**src/rtl/pipeline_chain_pkg.sv**
```systemverilog
// Shared definitions for the pipeline_chain address pipeline: default widths and the slot operation type.
// ADDRESS_WIDTH and ID_WIDTH may be predefined to override the defaults; PIPE_PERF_CNT_EN enables perf counters.
`ifndef ADDRESS_WIDTH
`define ADDRESS_WIDTH 32
`endif
`ifndef ID_WIDTH
`define ID_WIDTH 8
`endif

package pipeline_chain_pkg;

  localparam int DefaultDepth = 4;
  localparam int DefaultAddrW = `ADDRESS_WIDTH;
  localparam int DefaultIdW   = `ID_WIDTH;
  localparam int DefaultCntW  = 16;

  typedef enum logic [1:0] {
    SlotHold    = 2'd0,
    SlotAdvance = 2'd1,
    SlotBubble  = 2'd2
  } slot_op_e;

  // A stage that is not ready holds; otherwise it takes whatever its source offers, possibly a bubble.
  function automatic slot_op_e slot_op(input logic ready, input logic src_valid);
    if (!ready) return SlotHold;
    return src_valid ? SlotAdvance : SlotBubble;
  endfunction

endpackage

```
**src/rtl/pipeline_chain_if.sv**
```systemverilog
// Handshake bundle between address generator, pipeline_chain and the consumer.
// master = the side that feeds addresses and accepts results; slave = the pipeline itself.
interface pipeline_chain_if
  import pipeline_chain_pkg::*;
#(
  parameter int DEPTH  = DefaultDepth,
  parameter int ADDR_W = DefaultAddrW,
  parameter int ID_W   = DefaultIdW
);

  logic [DEPTH*ADDR_W-1:0] stage_offsets;
  logic [ADDR_W-1:0]       in_address;
  logic [ID_W-1:0]         in_id;
  logic                    in_valid;
  logic                    in_ready;
  logic [ADDR_W-1:0]       out_address;
  logic [ID_W-1:0]         out_id;
  logic                    out_valid;
  logic                    out_ready;
  logic                    in_flush;
  logic [ID_W-1:0]         in_flush_id;
  logic                    out_flush;
  logic [ID_W-1:0]         out_flush_id;

  modport master (
    output stage_offsets, in_address, in_id, in_valid, out_ready, in_flush, in_flush_id,
    input  in_ready, out_address, out_id, out_valid, out_flush, out_flush_id
  );

  modport slave (
    input  stage_offsets, in_address, in_id, in_valid, out_ready, in_flush, in_flush_id,
    output in_ready, out_address, out_id, out_valid, out_flush, out_flush_id
  );

endinterface

```
**src/rtl/pipeline_chain_slot.sv**
```systemverilog
// pipeline_slot: one register stage of pipeline_chain -- offset add, hold/advance/bubble mux, flush-by-ID kill.
// The kill_o port exists only when PIPE_PERF_CNT_EN is defined.
module pipeline_slot
  import pipeline_chain_pkg::*;
#(
  parameter int ADDR_W = DefaultAddrW,
  parameter int ID_W   = DefaultIdW
) (
  input  logic              clk,
  input  logic              reset,
  input  logic [ADDR_W-1:0] offset_i,
  input  logic              src_valid_i,
  input  logic [ADDR_W-1:0] src_addr_i,
  input  logic [ID_W-1:0]   src_id_i,
  input  logic              ready_i,
  input  logic              flush_i,
  input  logic [ID_W-1:0]   flush_id_i,
  output logic              valid_o,
  output logic [ADDR_W-1:0] addr_o,
  output logic [ID_W-1:0]   id_o,
  output logic              next_valid_o
`ifdef PIPE_PERF_CNT_EN
  ,
  output logic              kill_o
`endif
);

  logic              valid_q, valid_d;
  logic [ADDR_W-1:0] addr_q, addr_d;
  logic [ID_W-1:0]   id_q, id_d;
  logic              pre_valid;
  logic [ADDR_W-1:0] pre_addr;
  logic [ID_W-1:0]   pre_id;
  logic              kill;
  slot_op_e          op;

  // The flush compare looks at what the stage would hold next, so an entry landing here this cycle is caught too.
  always_comb begin
    op        = slot_op(ready_i, src_valid_i);
    pre_valid = valid_q;
    pre_addr  = addr_q;
    pre_id    = id_q;
    unique case (op)
      SlotAdvance: begin
        pre_valid = 1'b1;
        pre_addr  = src_addr_i + offset_i;
        pre_id    = src_id_i;
      end
      SlotBubble: pre_valid = 1'b0;
      default: ;
    endcase
    kill    = flush_i && pre_valid && (pre_id == flush_id_i);
    valid_d = pre_valid && !kill;
    addr_d  = kill ? '0 : pre_addr;
    id_d    = kill ? '0 : pre_id;
  end

  always_ff @(posedge clk) begin
    if (reset) begin
      valid_q <= 1'b0;
      addr_q  <= '0;
      id_q    <= '0;
    end else begin
      valid_q <= valid_d;
      addr_q  <= addr_d;
      id_q    <= id_d;
    end
  end

  assign valid_o      = valid_q;
  assign addr_o       = addr_q;
  assign id_o         = id_q;
  assign next_valid_o = valid_d;
`ifdef PIPE_PERF_CNT_EN
  assign kill_o       = kill;
`endif

endmodule

```
**src/rtl/pipeline_chain.sv**
```systemverilog
// pipeline_chain: DEPTH-stage address pipeline with per-stage backpressure, bubble collapsing and flush-by-ID.
// Define PIPE_PERF_CNT_EN to build the saturating stall_cycles / flush_kills counters; otherwise they read 0.
module pipeline_chain
  import pipeline_chain_pkg::*;
#(
  parameter int DEPTH  = DefaultDepth,
  parameter int ADDR_W = DefaultAddrW,
  parameter int ID_W   = DefaultIdW,
  parameter int CNT_W  = DefaultCntW
) (
  input  logic                       clk,
  input  logic                       reset,
  pipeline_chain_if.slave            bus,
  output logic [$clog2(DEPTH+1)-1:0] occupancy,
  output logic [CNT_W-1:0]           stall_cycles,
  output logic [CNT_W-1:0]           flush_kills
);

  localparam int OccW = $clog2(DEPTH+1);

  logic [DEPTH:0]    ready;
  logic [DEPTH-1:0]  valid;
  logic [DEPTH-1:0]  next_valid;
  logic [ADDR_W-1:0] addr [DEPTH];
  logic [ID_W-1:0]   id   [DEPTH];
  logic [OccW-1:0]   occupancy_q, occupancy_d;
  logic              flush_q;
  logic [ID_W-1:0]   flush_id_q;
`ifdef PIPE_PERF_CNT_EN
  logic [DEPTH-1:0]  kill;
`endif

  // A stage can take a new entry if it is empty or its own content moves on this cycle.
  always_comb begin
    ready        = '0;
    ready[DEPTH] = bus.out_ready;
    for (int i = DEPTH - 1; i >= 0; i--) begin
      ready[i] = !valid[i] || ready[i+1];
    end
  end

  for (genvar i = 0; i < DEPTH; i++) begin : g_slot
    logic              src_valid;
    logic [ADDR_W-1:0] src_addr;
    logic [ID_W-1:0]   src_id;

    if (i == 0) begin : g_head
      assign src_valid = bus.in_valid;
      assign src_addr  = bus.in_address;
      assign src_id    = bus.in_id;
    end else begin : g_body
      assign src_valid = valid[i-1];
      assign src_addr  = addr[i-1];
      assign src_id    = id[i-1];
    end

    pipeline_slot #(
      .ADDR_W (ADDR_W),
      .ID_W   (ID_W)
    ) u_slot (
      .clk          (clk),
      .reset        (reset),
      .offset_i     (bus.stage_offsets[i*ADDR_W +: ADDR_W]),
      .src_valid_i  (src_valid),
      .src_addr_i   (src_addr),
      .src_id_i     (src_id),
      .ready_i      (ready[i]),
      .flush_i      (bus.in_flush),
      .flush_id_i   (bus.in_flush_id),
      .valid_o      (valid[i]),
      .addr_o       (addr[i]),
      .id_o         (id[i]),
`ifdef PIPE_PERF_CNT_EN
      .kill_o       (kill[i]),
`endif
      .next_valid_o (next_valid[i])
    );
  end

  assign bus.in_ready    = ready[0];
  assign bus.out_valid   = valid[DEPTH-1];
  assign bus.out_address = addr[DEPTH-1];
  assign bus.out_id      = id[DEPTH-1];

  always_comb begin
    occupancy_d = '0;
    for (int i = 0; i < DEPTH; i++) begin
      occupancy_d = occupancy_d + OccW'(next_valid[i]);
    end
  end

  // Flush echo runs every cycle regardless of backpressure so downstream sees each flush exactly once.
  always_ff @(posedge clk) begin
    if (reset) begin
      occupancy_q <= '0;
      flush_q     <= 1'b0;
      flush_id_q  <= '0;
    end else begin
      occupancy_q <= occupancy_d;
      flush_q     <= bus.in_flush;
      flush_id_q  <= bus.in_flush_id;
    end
  end

  assign occupancy        = occupancy_q;
  assign bus.out_flush    = flush_q;
  assign bus.out_flush_id = flush_id_q;

`ifdef PIPE_PERF_CNT_EN
  localparam logic [CNT_W-1:0] CntMax = '1;

  logic [OccW-1:0]  kill_count;
  logic [CNT_W:0]   kills_sum;
  logic [CNT_W-1:0] stall_q, stall_d;
  logic [CNT_W-1:0] kills_q, kills_d;

  // Both counters stick at all-ones rather than wrapping.
  always_comb begin
    kill_count = '0;
    for (int i = 0; i < DEPTH; i++) begin
      kill_count = kill_count + OccW'(kill[i]);
    end
    stall_d = stall_q;
    if (valid[DEPTH-1] && !bus.out_ready && (stall_q != CntMax)) begin
      stall_d = stall_q + CNT_W'(1);
    end
    kills_sum = {1'b0, kills_q} + (CNT_W+1)'(kill_count);
    kills_d   = (kills_sum > {1'b0, CntMax}) ? CntMax : kills_sum[CNT_W-1:0];
  end

  always_ff @(posedge clk) begin
    if (reset) begin
      stall_q <= '0;
      kills_q <= '0;
    end else begin
      stall_q <= stall_d;
      kills_q <= kills_d;
    end
  end

  assign stall_cycles = stall_q;
  assign flush_kills  = kills_q;
`else
  assign stall_cycles = '0;
  assign flush_kills  = '0;
`endif

endmodule

```
**src/flat_wrapper.sv**
```systemverilog
// flat-port wrapper written by rule: the top's interface ports become plain ports
module pipeline_chain_flat import pipeline_chain_pkg::*;
#(
  parameter int DEPTH  = DefaultDepth,
  parameter int ADDR_W = DefaultAddrW,
  parameter int ID_W   = DefaultIdW,
  parameter int CNT_W  = DefaultCntW
)
  (clk, reset, occupancy, stall_cycles, flush_kills, bus_stage_offsets, bus_in_address, bus_in_id, bus_in_valid, bus_out_ready, bus_in_flush, bus_in_flush_id, bus_in_ready, bus_out_address, bus_out_id, bus_out_valid, bus_out_flush, bus_out_flush_id);
  pipeline_chain_if #(.DEPTH(DEPTH), .ADDR_W(ADDR_W), .ID_W(ID_W)) bus_i ();
  input  logic clk;
  input  logic reset;
  output logic [$clog2(DEPTH+1)-1:0] occupancy;
  output logic [CNT_W-1:0] stall_cycles;
  output logic [CNT_W-1:0] flush_kills;
  input wire logic [$bits(bus_i.stage_offsets)-1:0] bus_stage_offsets;
  input wire logic [$bits(bus_i.in_address)-1:0] bus_in_address;
  input wire logic [$bits(bus_i.in_id)-1:0] bus_in_id;
  input wire logic [$bits(bus_i.in_valid)-1:0] bus_in_valid;
  input wire logic [$bits(bus_i.out_ready)-1:0] bus_out_ready;
  input wire logic [$bits(bus_i.in_flush)-1:0] bus_in_flush;
  input wire logic [$bits(bus_i.in_flush_id)-1:0] bus_in_flush_id;
  output wire logic [$bits(bus_i.in_ready)-1:0] bus_in_ready;
  output wire logic [$bits(bus_i.out_address)-1:0] bus_out_address;
  output wire logic [$bits(bus_i.out_id)-1:0] bus_out_id;
  output wire logic [$bits(bus_i.out_valid)-1:0] bus_out_valid;
  output wire logic [$bits(bus_i.out_flush)-1:0] bus_out_flush;
  output wire logic [$bits(bus_i.out_flush_id)-1:0] bus_out_flush_id;
  assign bus_i.stage_offsets = bus_stage_offsets;
  assign bus_i.in_address = bus_in_address;
  assign bus_i.in_id = bus_in_id;
  assign bus_i.in_valid = bus_in_valid;
  assign bus_i.out_ready = bus_out_ready;
  assign bus_i.in_flush = bus_in_flush;
  assign bus_i.in_flush_id = bus_in_flush_id;
  assign bus_in_ready = bus_i.in_ready;
  assign bus_out_address = bus_i.out_address;
  assign bus_out_id = bus_i.out_id;
  assign bus_out_valid = bus_i.out_valid;
  assign bus_out_flush = bus_i.out_flush;
  assign bus_out_flush_id = bus_i.out_flush_id;
  pipeline_chain #(.DEPTH(DEPTH), .ADDR_W(ADDR_W), .ID_W(ID_W), .CNT_W(CNT_W)) u_core (.clk(clk), .reset(reset), .bus(bus_i), .occupancy(occupancy), .stall_cycles(stall_cycles), .flush_kills(flush_kills));
endmodule
```
**config.mk**
```make
export PLATFORM = sky130hd
export DESIGN_NAME = pipeline_chain_flat
export DESIGN_NICKNAME = d
export VERILOG_FILES = /design/src/rtl/pipeline_chain_pkg.sv /design/src/rtl/pipeline_chain_if.sv /design/src/rtl/pipeline_chain_slot.sv /design/src/rtl/pipeline_chain.sv /design/src/flat_wrapper.sv
export SDC_FILE = /design/constraint.sdc
export NUM_CORES = 1
export LEC_CHECK = 0
export BUFFER_PORTS_ARGS = -buffer_cell sky130_fd_sc_hd__buf_4
export CORE_ASPECT_RATIO = 0.7
export CORE_UTILIZATION = 35
export DETAILED_ROUTE_END_ITERATION = 8
export MAX_ROUTING_LAYER = met4
export PLACE_DENSITY = 0.63
export SYNTH_ARGS = -nofsm -noshare
export SYNTH_HDL_FRONTEND = slang
export SYNTH_HIERARCHICAL = 1
export SYNTH_SLANG_ARGS = --single-unit
```
**constraint.sdc**
```tcl
create_clock -name clk -period 3.79 [get_ports clk]
set_input_delay 0.5685 -clock clk [delete_from_list [all_inputs] [get_ports clk]]
set_output_delay 0.5685 -clock clk [all_outputs]
set_load 0.005 [all_outputs]
```
Word-level counts from Yosys, hierarchy flattened. Index checks and enable logic that the tools add are counted.

Flip-flop bits (word level): 176. Input port bits: 181. Output and inout port bits: 86. Word-level logic and storage cells: 78.

Add/subtract/negate cells: 7. Eq/ne operators: 12. Muxes and demuxes: 16. Reductions and logical operators: 28.

Operators with widths (count): adder 32 bit (4); == test 8 bit (4); 2-to-1 mux 8 bit (4); 2-to-1 mux 2 bit (8); logical AND 1 bit (12); == test 2 x 1 -> 1 bit (second input constant) (4); == test 2 bit (second input constant) (4); zero test 1 bit (8); case mux 1 bit (2 select lines) (4); OR reduction 2 bit (4); adder 3 x 1 -> 3 bit (2); logical OR 1 bit (4); adder 1 x 1 -> 2 bit (1).

Longest topological paths before layout. Gate-level depths: netlist of run 1.

Word-level depth: 15. Depth in mapped cells: 15. Gate-level depth less buffers: 14.

Modules after synthesis. Netlist of run 1, hierarchy kept.

Modules (own cells, without submodules): pipeline_slot (u_core.g_slot[2].u_slot ...) (times used 2, cells each 477, area each 3505.9 µm², sequential area each 820.8 µm²); pipeline_slot (u_core.g_slot[0].u_slot ...) (times used 2, cells each 450, area each 3389.5 µm², sequential area each 820.8 µm²); pipeline_chain (times used 1, cells each 71, area each 706.9 µm², sequential area each 240.2 µm²).

Worst setup path after synthesis of run 1. No wires, ideal clock.

Path kind: input to register. Start point: input port bus_out_ready. End point: register u_core.occupancy_q[1], in the netlist u_core/occupancy[1]. Library setup time: 0.115 ns. Arrival time: 3.026 ns. Required time: 3.675 ns. Slack: 0.649 ns. Stages: 15. Buffers on the path: 1. Cells stage by stage: nor2b_4 > nand4_1 > nand2_1 > buf_4 > mux2i_1 > xor2_1 > nand3_1 > nor3_1 > nor2_1 > inv_1 > fa_1 > inv_1 > ha_1 > ha_1 > nor2b_2.

Word-level cells in the longest chain between the ends: 14. Elaborated cells between the ends (all ways): 47. Those cells by class: add/sub (3); eq/ne (12); mux (12); reduce/logical (20).

RTL lines: start: declaration (line flat_wrapper.sv:20) `input wire logic [$bits(bus_i.out_ready)-1:0] bus_out_ready;`; logical OR 1 bit (*) (4 in series) (line pipeline_chain.sv:38) `ready[i] = !valid[i] || ready[i+1];`; net bus_in_ready (line flat_wrapper.sv:23) `output wire logic [$bits(bus_i.in_ready)-1:0] bus_in_ready;`; 2-to-1 mux 2 bit (*) (line pipeline_chain_pkg.sv:26) `return src_valid ? SlotAdvance : SlotBubble;`; == test 2 x 1 -> 1 bit / == test 2 bit (equally long branches) (line pipeline_chain_slot.sv:43) `unique case (op)`; 2-to-1 mux 8 bit / case mux 1 bit (2 select lines) (equally long branches) (line pipeline_chain_slot.sv:43); == test 8 bit / logical AND 1 bit (equally long branches) (line pipeline_chain_slot.sv:52) `kill = flush_i && pre_valid && (pre_id == flush_id_i);`; logical AND 1 bit (line pipeline_chain_slot.sv:52); zero test 1 bit (line pipeline_chain_slot.sv:53) `valid_d = pre_valid && !kill;`; logical AND 1 bit (*) (line pipeline_chain_slot.sv:53); net u_core.next_valid[0] (line pipeline_chain.sv:23) `logic [DEPTH-1:0] next_valid;`; adder 1 x 1 -> 2 bit (*) (line pipeline_chain.sv:88) `occupancy_d = occupancy_d + OccW'(next_valid[i]);`; adder 3 x 1 -> 3 bit (*) (2 in series) (line pipeline_chain.sv:88); net u_core.occupancy_d[1] (line pipeline_chain.sv:26) `logic [OccW-1:0] occupancy_q, occupancy_d;`; end signal: assignment (line pipeline_chain.sv:99) `occupancy_q <= occupancy_d;`; end: declaration (line pipeline_chain.sv:26).

Mark *: on every way through the listed nets, which the timed path passes. The rest lies on a longest branch. A chain may end at the register's enable or synchronous reset.

Worst setup path after layout of run 1.
Start point: register u_core.g_slot[2].u_slot.valid_q. End point: register u_core.occupancy_q[1], in the netlist u_core/occupancy[1].

Word-level cells in the longest chain between the ends: 14. Elaborated cells between the ends (all ways): 48. Those cells by class: add/sub (3); eq/ne (12); mux (13); reduce/logical (20).

RTL lines: start: declaration (line pipeline_chain_slot.sv:28) `logic valid_q, valid_d;`; start signal: assignment (line pipeline_chain_slot.sv:64) `valid_q <= valid_d;`; zero test 1 bit (*) (line pipeline_chain.sv:38); logical OR 1 bit (*) (3 in series) (line pipeline_chain.sv:38); 2-to-1 mux 2 bit (*) (line pipeline_chain_pkg.sv:26); == test 2 x 1 -> 1 bit / == test 2 bit (equally long branches) (line pipeline_chain_slot.sv:43); 2-to-1 mux 8 bit / case mux 1 bit (2 select lines) (equally long branches) (line pipeline_chain_slot.sv:43); == test 8 bit / logical AND 1 bit (equally long branches) (line pipeline_chain_slot.sv:52); logical AND 1 bit (line pipeline_chain_slot.sv:52); zero test 1 bit (line pipeline_chain_slot.sv:53); logical AND 1 bit (*) (line pipeline_chain_slot.sv:53); net u_core.next_valid[0] (line pipeline_chain.sv:23); adder 1 x 1 -> 2 bit (*) (line pipeline_chain.sv:88); adder 3 x 1 -> 3 bit (*) (2 in series) (line pipeline_chain.sv:88); net u_core.occupancy_d[1] (line pipeline_chain.sv:26).

Marks and branches as above.

==> impl_results.html, run 1 <==
<table>
<tr><th>Metric</th><th>Value</th></tr>
<tr><th colspan="2">Yosys</th></tr>
<tr><td>Most used flip-flop cell after synthesis</td><td>sky130_fd_sc_hd__dfxtp_1</td></tr>
<tr><td>Yosys top cell area share</td><td>between 20% and 30%</td></tr>
<tr><td>FFs w/ async S/R, synth</td><td>0%</td></tr>
<tr><td>Number of enable flip-flop cells after synthesis</td><td>0</td></tr>
<tr><td>Number of storage elements in the synthesis netlist</td><td>approximately 180</td></tr>
<tr><td>Combinational family with the most area after synthesis</td><td>compound AO/OA/AOI/OAI gates</td></tr>
<tr><td>Adder and majority cell fraction of the synthesized area</td><td>between 10% and 20%</td></tr>
<tr><td>Top area cells in the synthesized netlist</td><td>sky130_fd_sc_hd__dfxtp_1, sky130_fd_sc_hd__ha_1, sky130_fd_sc_hd__a21oi_1, sky130_fd_sc_hd__nand2_1, sky130_fd_sc_hd__nor2_1</td></tr>
<tr><td>Mux cell area share after synthesis</td><td>under 10%</td></tr>
<tr><td>Total standard cell area after synthesis</td><td>between 0.01 and 0.015 mm^2</td></tr>
<tr><td>Compound-Gate Fraction of Synth Area</td><td>between 20% and 30%</td></tr>
<tr><td>Post-synthesis share of cell area spent on xor and xnor gates</td><td>just under 7%</td></tr>
<tr><td>Largest area contributor in the synthesized netlist</td><td>sky130_fd_sc_hd__dfxtp_1</td></tr>
<tr><td>Post-Syn Instances</td><td>1925</td></tr>
<tr><td>Portion of the post-synthesis area used by sequential elements</td><td>~24%</td></tr>
<tr><td>Number of synthesis warnings</td><td>6</td></tr>
<tr><td>Synthesized area divided by synthesized cell count</td><td>roughly 7.5 um^2</td></tr>
<tr><td>Number of library cell types mapped by synthesis</td><td>73</td></tr>
<tr><td>Share of synthesized cell area in and, or, nand and nor gates</td><td>around a quarter</td></tr>
<tr><th colspan="2">Setup path</th></tr>
<tr><td>Max Fanout on Critical Path</td><td>11</td></tr>
<tr><td>Type of the worst setup path</td><td>reg2reg</td></tr>
<tr><td>Required time at the endpoint of the critical path</td><td>just over 4 ns</td></tr>
<tr><td>Worst endpoint data arrival time</td><td>approximately 3.6 ns</td></tr>
<tr><td>R2r worst-path depth</td><td>13</td></tr>
<tr><td>Reg-to-reg endpoint</td><td>u_core/occupancy[1]$_SDFF_PP0_</td></tr>
<tr><td>Worst reg2reg setup slack</td><td>~0.53 ns</td></tr>
<tr><td>Kind of end point of the critical path</td><td>register</td></tr>
<tr><td>Startpoint Class</td><td>register</td></tr>
<tr><td>FF-to-FF Start</td><td>u_core/g_slot[2].u_slot/valid_o$_SDFF_PP0_</td></tr>
<tr><td>Worst setup path startpoint</td><td>u_core/g_slot[2].u_slot/valid_o$_SDFF_PP0_</td></tr>
<tr><th colspan="2">Detailed routing</th></tr>
<tr><td>Number of design rule violations left after detail routing</td><td>0</td></tr>
<tr><td>Number of DRC markers after the initial detailed-route iteration</td><td>roughly 1.1k</td></tr>
<tr><td>Wirelength per Cell</td><td>approximately 17 um</td></tr>
<tr><td>Avg Vias per Cell</td><td>approximately 5.5</td></tr>
<tr><td>Total wirelength of the detailed-routed design</td><td>44900 um</td></tr>
<tr><td>Via count of the routed design</td><td>between 10k and 15k</td></tr>
<tr><td>Number of nets with antenna violations after routing</td><td>0</td></tr>
<tr><td>Router iterations before antenna repair</td><td>5</td></tr>
<tr><th colspan="2">Pwr</th></tr>
<tr><td>Static leakage</td><td>7.41 nW</td></tr>
<tr><td>Power per Cell Area</td><td>about 330 mW/mm^2</td></tr>
<tr><td>Max VDD drop</td><td>309 uV</td></tr>
<tr><th colspan="2">Clocking</th></tr>
<tr><td>CTS tree</td><td>built</td></tr>
<tr><td>Buffer type at the clock tree root</td><td>sky130_fd_sc_hd__clkbuf_16</td></tr>
<tr><td>CTS Buf Count</td><td>17</td></tr>
<tr><td>Clock latency on the worst-skew pair</td><td>0.45 ns</td></tr>
<tr><td>CTS hold repair buffers</td><td>0</td></tr>
<tr><td>CTS resizes</td><td>0</td></tr>
<tr><td>Number of buffers inserted to repair setup after CTS</td><td>0</td></tr>
<tr><td>Clock transition time at the flip-flop clock pins of the worst setup and hold paths</td><td>0.07 ns</td></tr>
<tr><td>CTS Sinks</td><td>approximately 180</td></tr>
<tr><td>Max Buffers Root-to-Sink</td><td>2</td></tr>
<tr><td>H-tree Lvls</td><td>4</td></tr>
<tr><th colspan="2">Min path</th></tr>
<tr><td>Terminating pin of the worst hold path</td><td>u_core/g_slot[0].u_slot/id_o[3]$_SDFF_PP0_</td></tr>
<tr><td>Hold Crit Class</td><td>in2reg</td></tr>
<tr><td>Worst hold path startpoint</td><td>bus_in_id[3]</td></tr>
<tr><td>Number of cells on the worst hold path</td><td>3</td></tr>
<tr><th colspan="2">Floorplanning</th></tr>
<tr><td>Height of the die</td><td>roughly 170 um</td></tr>
<tr><td>Placement row count</td><td>61</td></tr>
<tr><td>Boundary Pins</td><td>267</td></tr>
<tr><td>Initial Utilization</td><td>36.0%</td></tr>
<tr><td>Width of the chip</td><td>roughly 250 um</td></tr>
<tr><td>Floorplan die area</td><td>around 0.042 mm^2</td></tr>
<tr><td>Area of the placeable core</td><td>approximately 0.040 mm^2</td></tr>
<tr><th colspan="2">Place</th></tr>
<tr><td>Global placer's final weighted congestion</td><td>0.924</td></tr>
<tr><td>Number of I/O port buffers</td><td>around 230</td></tr>
<tr><td>Half-perimeter wire length after placement</td><td>between 30000 and 40000 um</td></tr>
<tr><th colspan="2">Timing</th></tr>
<tr><td>Worst rel slew slack</td><td>between 40% and 50%</td></tr>
<tr><td>Highest clock frequency the design can meet</td><td>307 MHz</td></tr>
<tr><td>Sum Neg Setup Slack</td><td>0 ns</td></tr>
<tr><td>RSZ-0062 raised after global routing</td><td>false</td></tr>
<tr><td>Final Setup Violations</td><td>0</td></tr>
<tr><td>Fin Clk Skew</td><td>approximately 0.013 ns</td></tr>
<tr><td>Clock period minus worst slack</td><td>3.26 ns</td></tr>
<tr><td>Worst hold-check slack</td><td>between 0.4 and 0.5 ns</td></tr>
<tr><td>Final number of hold-violating endpoints</td><td>0</td></tr>
<tr><td>Worst-margin pin slew</td><td>0.831 ns</td></tr>
<tr><td>Share of the clock period used by the worst path</td><td>between 80% and 90%</td></tr>
<tr><td>Max-slew violation count</td><td>0</td></tr>
<tr><th colspan="2">Global route</th></tr>
<tr><td>Wire length of the first global-routing pass</td><td>between 70000 and 80000 um</td></tr>
<tr><td>Antenna violations before repair</td><td>5</td></tr>
<tr><td>Vias in the first global route</td><td>roughly 14k</td></tr>
<tr><td>Largest net degree at the start of global routing</td><td>49</td></tr>
<tr><td>GRT Total Usage</td><td>between 20% and 30%</td></tr>
<tr><td>GR Overflow Total</td><td>0</td></tr>
<tr><th colspan="2">Flow run</th></tr>
<tr><td>Max-cap violations</td><td>0</td></tr>
<tr><th colspan="2">Cells and area</th></tr>
<tr><td>Fill cell instance count of the final layout</td><td>a little over 4k</td></tr>
<tr><td>Layout area overhead</td><td>17.3%</td></tr>
<tr><td>Combined area of the multi-input logic cells</td><td>about 0.010 mm^2</td></tr>
<tr><td>Most used cells in the layout excluding fill and tap cells</td><td>sky130_fd_sc_hd__buf_4, sky130_fd_sc_hd__nand2_1, sky130_fd_sc_hd__a21oi_1, sky130_fd_sc_hd__nor2_1, sky130_fd_sc_hd__dfxtp_1</td></tr>
<tr><td>Footprint of the flip-flops and latches</td><td>approximately 0.0035 mm^2</td></tr>
<tr><td>Net count, final</td><td>between 2k and 2.5k</td></tr>
<tr><td>Share of final-layout standard cells stronger than drive strength 1</td><td>between 10% and 20%</td></tr>
<tr><th colspan="2">Status</th></tr>
<tr><td>Result of the run</td><td>complete, no violations</td></tr>
</table>
-- logic make-up after synthesis --
| group | count (synthesis) |
|---|---|
| XOR/XNOR | 112 |
| flip-flops | 176 |
| AND/OR/NAND/NOR | 728 |
| buffers and inverters | 181 |
| adder cells (fa/ha/maj) | 131 |
| multiplexers | 30 |
| other | 1 |
| AO/OA/AOI/OAI | 566 |
-- power breakdown --
group,switching [W],internal [W],leakage (nW),total (W)
logic,0.00108,0.000755,5.70,0.00184
registers,0.0000709,0.00196,1.44,0.00203
clock network,0.000834,0.000930,0.277,0.00176
-- critical path, stage by stage, from the launching register on --
cell	delay, ns
sky130_fd_sc_hd__dfxtp_1	0.54
sky130_fd_sc_hd__nand4_1	0.29
sky130_fd_sc_hd__nand2_2	0.32
sky130_fd_sc_hd__mux2i_1	0.32
sky130_fd_sc_hd__xor2_1	0.19
sky130_fd_sc_hd__nand4_1	0.12
sky130_fd_sc_hd__nor3_1	0.25
sky130_fd_sc_hd__nor2_1	0.07
sky130_fd_sc_hd__inv_1	0.08
sky130_fd_sc_hd__fa_1	0.39
sky130_fd_sc_hd__inv_1	0.07
sky130_fd_sc_hd__ha_1	0.14
sky130_fd_sc_hd__ha_1	0.22
sky130_fd_sc_hd__nor2b_2	0.15
-- registers in the layout, indices dropped and copies added, names as in the netlist --
signal	flops
u_core/bus.out_flush	1
u_core/g_slot.u_slot/addr_o	128
u_core/g_slot.u_slot/valid_o	4
u_core/occupancy	3
u_core/g_slot.u_slot/id_o	32
u_core/bus.out_flush_id	8
-- synth_stat cells (8+ instances only) --
| master | count |
|---|---|
| sky130_fd_sc_hd__nor3_1 | 24 |
| sky130_fd_sc_hd__mux2i_1 | 30 |
| sky130_fd_sc_hd__a31oi_1 | 38 |
| sky130_fd_sc_hd__xor2_1 | 74 |
| sky130_fd_sc_hd__inv_1 | 42 |
| sky130_fd_sc_hd__and3_1 | 20 |
| sky130_fd_sc_hd__o221ai_1 | 8 |
| sky130_fd_sc_hd__nand2_1 | 251 |
| sky130_fd_sc_hd__clkbuf_1 | 72 |
| sky130_fd_sc_hd__nor2b_2 | 8 |
| sky130_fd_sc_hd__o211ai_1 | 24 |
| sky130_fd_sc_hd__a221oi_1 | 8 |
| sky130_fd_sc_hd__a21o_1 | 48 |
| sky130_fd_sc_hd__a21oi_1 | 224 |
| sky130_fd_sc_hd__nand3_1 | 59 |
| sky130_fd_sc_hd__a211oi_1 | 40 |
| sky130_fd_sc_hd__nand4_1 | 45 |
| sky130_fd_sc_hd__and2_1 | 16 |
| sky130_fd_sc_hd__ha_1 | 126 |
| sky130_fd_sc_hd__o21ai_0 | 64 |
| sky130_fd_sc_hd__xnor2_1 | 38 |
| sky130_fd_sc_hd__o21a_1 | 10 |
| sky130_fd_sc_hd__dfxtp_1 | 176 |
| sky130_fd_sc_hd__a21boi_0 | 14 |
| sky130_fd_sc_hd__or3_1 | 22 |
| sky130_fd_sc_hd__and4_1 | 12 |
| sky130_fd_sc_hd__buf_2 | 14 |
| sky130_fd_sc_hd__nor4_1 | 10 |
| sky130_fd_sc_hd__o31ai_1 | 8 |
| sky130_fd_sc_hd__buf_4 | 42 |
| sky130_fd_sc_hd__nand2b_1 | 14 |
| sky130_fd_sc_hd__nor2b_1 | 8 |
| sky130_fd_sc_hd__o21bai_1 | 16 |
| sky130_fd_sc_hd__or2_2 | 10 |
| sky130_fd_sc_hd__nor2_1 | 194 |
| sky130_fd_sc_hd__o22ai_1 | 12 |
-- layout make-up --
type	count	share of cell area [%]
antenna	5	0.0736
multi-input combinational	1599	60.0
clock inverter	14	0.861
clock buffer	18	2.52
sequential	176	20.7
inverter	42	0.927
timing repair buffer	249	11.0
tap	535	3.93
-- worst max-delay path by stage --
stage | endpoint | slack, ns | cells after the start
finish | u_core/occupancy[1]$_SDFF_PP0_ | 0.53 | 13
floorplan | u_core/occupancy[1]$_SDFF_PP0_ | 0.65 | 15
global route | u_core/occupancy[1]$_SDFF_PP0_ | 0.21 | 13
global placement | u_core/occupancy[1]$_SDFF_PP0_ | 0.39 | 15
detailed placement | u_core/occupancy[1]$_SDFF_PP0_ | 0.31 | 15
CTS | u_core/occupancy[1]$_SDFF_PP0_ | 0.54 | 13
-- layer usage --
metal  routed length [um]  global-route usage, %  vias to the layer above  part of all wire [%]
met2                19900                   33.2                      366                    44
met3                 2590                   4.50                       33                   5.8
met4                  507                   4.46                        0                   1.1
met5                    0                      -                        -                     0
met1                21900                   29.4                     6767                    49
li1                     -                      -                     7236                     -
-- through the flow --
| step | util, % | worst slack (ns) | total power (W) | instances | instance area, um^2 |
|---|---|---|---|---|---|
| 6_report | 42.3 | 0.528 | 0.00563 | 2638 | 17000 |
| 2_1_floorplan | - | 0.649 | 0.00336 | 1956 | 14600 |
| 4_1_cts | 42.3 | 0.537 | 0.00568 | 2633 | 17000 |
| 3_5_place_dp | 40.8 | 0.307 | 0.00389 | 2601 | 16400 |
| 5_1_grt | 42.3 | 0.212 | 0.00601 | 2638 | 17000 |
| 3_3_place_gp | 40.8 | 0.386 | 0.00387 | 2601 | 16400 |
(Power assumes the default switching activity.)
==> run 2: changes to the inputs <==
--- a/config.mk
+++ b/config.mk
@@ -7,6 +7,7 @@
 export LEC_CHECK = 0
 export BUFFER_PORTS_ARGS = -buffer_cell sky130_fd_sc_hd__buf_4
 export CORE_ASPECT_RATIO = 0.7
+export CORE_MARGIN = 2
 export CORE_UTILIZATION = 35
 export DETAILED_ROUTE_END_ITERATION = 8
 export MAX_ROUTING_LAYER = met4
==> constraint.sdc (replaced) <==
create_clock -name clk -period 3.49 [get_ports clk]
set_input_delay 0.5235 -clock clk [delete_from_list [all_inputs] [get_ports clk]]
set_output_delay 0.5235 -clock clk [all_outputs]
set_load 0.005 [all_outputs]
==> run 2 against run 1 <==
- cell count up 0.53%
- critical path type unchanged
- worst hold slack worse by 0.042 ns
- die area rose by 2.0%
- global-route usage is 0.69 points lower
- clock power up 15%
==> impl_results.html, run 2 (synthesis gave the netlist of run 1 again) <==
<table>
<tr><th>Metric</th><th>Value</th></tr>
<tr><th colspan="2">Place</th></tr>
<tr><td>Number of I/O port buffers</td><td>234</td></tr>
<tr><td>Half-perimeter wire length after placement</td><td>roughly 36000 um</td></tr>
<tr><td>Global placer's final weighted congestion</td><td>0.921</td></tr>
<tr><td>Pre-CTS WS</td><td>approximately 0.16 ns</td></tr>
<tr><th colspan="2">Pwr</th></tr>
<tr><td>Static leakage</td><td>approximately 7.5 nW</td></tr>
<tr><td>Net switching share of the total power</td><td>about a third</td></tr>
<tr><td>Clock Power Share</td><td>between 30% and 40%</td></tr>
<tr><td>Max VDD drop</td><td>about 260 uV</td></tr>
<tr><td>Internal Pwr Total</td><td>around 0.004 W</td></tr>
<tr><td>Sequential fraction of design power</td><td>about 35%</td></tr>
<tr><td>Total net switching power</td><td>0.00212 W</td></tr>
<tr><td>Combinational group share of total power</td><td>32.1%</td></tr>
<tr><td>Power per Cell Area</td><td>about 360 mW/mm^2</td></tr>
<tr><th colspan="2">Floorplanning</th></tr>
<tr><td>Placement row count</td><td>62</td></tr>
<tr><td>Width of the chip</td><td>about 250 um</td></tr>
<tr><td>Area of the placeable core</td><td>between 0.04 and 0.05 mm^2</td></tr>
<tr><td>Initial Utilization</td><td>35.4%</td></tr>
<tr><td>Height of the die</td><td>about 170 um</td></tr>
<tr><td>Floorplan die area</td><td>0.0431 mm^2</td></tr>
<tr><td>Boundary Pins</td><td>267</td></tr>
<tr><th colspan="2">Detailed routing</th></tr>
<tr><td>Via count of the routed design</td><td>14.5k</td></tr>
<tr><td>Wirelength per Cell</td><td>roughly 17 um</td></tr>
<tr><td>Number of nets with antenna violations after routing</td><td>0</td></tr>
<tr><td>Total wirelength of the detailed-routed design</td><td>~45000 um</td></tr>
<tr><td>Number of DRC markers after the initial detailed-route iteration</td><td>1410</td></tr>
<tr><td>Number of design rule violations left after detail routing</td><td>0</td></tr>
<tr><td>Avg Vias per Cell</td><td>between 5 and 6</td></tr>
<tr><td>Router iterations before antenna repair</td><td>6</td></tr>
<tr><th colspan="2">Timing</th></tr>
<tr><td>Max-slew violation count</td><td>0</td></tr>
<tr><td>Final Setup Violations</td><td>0</td></tr>
<tr><td>Clock period minus worst slack</td><td>~3.1 ns</td></tr>
<tr><td>Worst-margin pin slew</td><td>a little over 0.6 ns</td></tr>
<tr><td>Worst rel slew slack</td><td>between 50 and 60%</td></tr>
<tr><td>Sum Neg Setup Slack</td><td>0 ns</td></tr>
<tr><td>Worst hold-check slack</td><td>approximately 0.37 ns</td></tr>
<tr><td>Fin Clk Skew</td><td>0.0103 ns</td></tr>
<tr><td>Post-layout worst setup margin</td><td>about 0.38 ns</td></tr>
<tr><td>Share of the clock period used by the worst path</td><td>between 80% and 90%</td></tr>
<tr><td>Final number of hold-violating endpoints</td><td>0</td></tr>
<tr><td>Highest clock frequency the design can meet</td><td>321 MHz</td></tr>
<tr><td>RSZ-0062 raised after global routing</td><td>false</td></tr>
<tr><th colspan="2">Setup path</th></tr>
<tr><td>Worst endpoint data arrival time</td><td>3.45 ns</td></tr>
<tr><td>Startpoint Class</td><td>register</td></tr>
<tr><td>Kind of end point of the critical path</td><td>register</td></tr>
<tr><td>Required time at the endpoint of the critical path</td><td>about 3.8 ns</td></tr>
<tr><td>Type of the worst setup path</td><td>reg2reg</td></tr>
<tr><td>Max Fanout on Critical Path</td><td>8</td></tr>
<tr><th colspan="2">Cells and area</th></tr>
<tr><td>Layout area overhead</td><td>18.0%</td></tr>
<tr><td>Max FFs per register</td><td>around 130</td></tr>
<tr><td>Final core utilization</td><td>a little over two fifths</td></tr>
<tr><td>Fill cell instance count of the final layout</td><td>between 4k and 5k</td></tr>
<tr><td>Most common cell after layout, fill and taps aside</td><td>sky130_fd_sc_hd__buf_4</td></tr>
<tr><td>Share of final-layout standard cells stronger than drive strength 1</td><td>between 15 and 20%</td></tr>
<tr><td>Net count, final</td><td>approximately 2.4k</td></tr>
<tr><td>Most used cells in the layout excluding fill and tap cells</td><td>sky130_fd_sc_hd__buf_4, sky130_fd_sc_hd__nand2_1, sky130_fd_sc_hd__a21oi_1, sky130_fd_sc_hd__nor2_1, sky130_fd_sc_hd__dfxtp_1</td></tr>
<tr><th colspan="2">Clocking</th></tr>
<tr><td>Clock transition time at the flip-flop clock pins of the worst setup and hold paths</td><td>around 0.060 ns</td></tr>
<tr><td>CTS tree</td><td>built</td></tr>
<tr><td>Number of buffers inserted to repair setup after CTS</td><td>0</td></tr>
<tr><td>H-tree Lvls</td><td>4</td></tr>
<tr><td>CTS hold repair buffers</td><td>0</td></tr>
<tr><td>CTS Buf Count</td><td>17</td></tr>
<tr><td>Clock latency on the worst-skew pair</td><td>around 0.45 ns</td></tr>
<tr><td>Max Buffers Root-to-Sink</td><td>2</td></tr>
<tr><td>Buffer type at the clock tree root</td><td>sky130_fd_sc_hd__clkbuf_16</td></tr>
<tr><td>CTS resizes</td><td>0</td></tr>
<tr><td>CTS Sinks</td><td>around 180</td></tr>
<tr><th colspan="2">Min path</th></tr>
<tr><td>Hold Crit Class</td><td>in2reg</td></tr>
<tr><th colspan="2">Global route</th></tr>
<tr><td>Vias in the first global route</td><td>roughly 14k</td></tr>
<tr><td>GR Overflow Total</td><td>0</td></tr>
<tr><td>Antenna violations before repair</td><td>3</td></tr>
<tr><td>Largest net degree at the start of global routing</td><td>48</td></tr>
<tr><td>GRT Total Usage</td><td>between 20% and 30%</td></tr>
<tr><td>Wire length of the first global-routing pass</td><td>about 70000 um</td></tr>
<tr><th colspan="2">Flow run</th></tr>
<tr><td>Max-cap violations</td><td>0</td></tr>
<tr><th colspan="2">Status</th></tr>
<tr><td>Result of the run</td><td>complete, no violations</td></tr>
</table>
-- run 2: through the flow --
stage          power [W]  instances  instance area [um^2]
3_5_place_dp     0.00423       2617                 16500
4_1_cts          0.00627       2649                 17100
3_3_place_gp     0.00420       2617                 16500
6_report         0.00624       2652                 17100
2_1_floorplan    0.00365       1956                 14600
5_1_grt          0.00662       2652                 17100
-- run 2: power groups by stage --
stage | Clock [W] | Combinational, W | Sequential (W)
after floorplan | 0 | 0.00142 | 0.00223
after global placement | 0 | 0.00194 | 0.00226
after detailed placement | 0 | 0.00198 | 0.00226
after CTS | 0.00207 | 0.00199 | 0.00221
after global routing | 0.00217 | 0.00223 | 0.00222
final | 0.00202 | 0.00200 | 0.00221
-- run 2: metal layers --
| metal | share of wire, % | wire (um) | track usage (%) | vias up |
|---|---|---|---|---|
| met5 | 0 | 0 | - | - |
| met4 | 1.4 | 618 | 4.17 | 0 |
| met3 | 5.5 | 2460 | 4.00 | 33 |
| met2 | 44 | 19800 | 31.9 | 386 |
| met1 | 49 | 21900 | 29.0 | 6900 |
| li1 | - | - | - | 7226 |
-- run 2: final timing paths --
kind	slack, ns	end	cells after the start	start
setup / recovery	0.38	u_core/occupancy[1]$_SDFF_PP0_	13	u_core/g_slot[3].u_slot/valid_o$_SDFF_PP0_
hold / removal	0.37	u_core/g_slot[0].u_slot/id_o[0]$_SDFF_PP0_	3	bus_in_id[0]
setup reg to reg	0.38	u_core/occupancy[1]$_SDFF_PP0_	13	u_core/g_slot[3].u_slot/valid_o$_SDFF_PP0_
hold reg to reg	0.45	u_core/g_slot[3].u_slot/addr_o[12]$_SDFFE_PP0P_	2	u_core/g_slot[3].u_slot/addr_o[12]$_SDFFE_PP0P_
-- run 2: cell type report --
class                           instances  area (um^2)  share of cell area [%]
Tap cell                              544          681                    3.98
Antenna cell                            3         7.51                  0.0439
Inverter                               42          158                   0.921
Timing Repair Buffer                  256         1920                    11.2
Clock inverter                         10          125                   0.731
Multi-Input combinational cell       1599        10200                    59.6
Clock buffer                           22          494                    2.89
Sequential cell                       176         3520                    20.6
-- run 2: worst max-delay path: stages, from the launching register on --
cell and delay (ns):
sky130_fd_sc_hd__dfxtp_1 0.36, sky130_fd_sc_hd__nor2b_4 0.20, sky130_fd_sc_hd__inv_1 0.14, sky130_fd_sc_hd__and2_1 0.27, sky130_fd_sc_hd__a2111oi_0 0.47, sky130_fd_sc_hd__nor2_1 0.13
sky130_fd_sc_hd__nor4_2 0.28, sky130_fd_sc_hd__a21oi_1 0.08, sky130_fd_sc_hd__inv_1 0.09, sky130_fd_sc_hd__fa_1 0.40, sky130_fd_sc_hd__inv_1 0.07, sky130_fd_sc_hd__ha_1 0.14
sky130_fd_sc_hd__ha_1 0.21, sky130_fd_sc_hd__nor2b_2 0.14
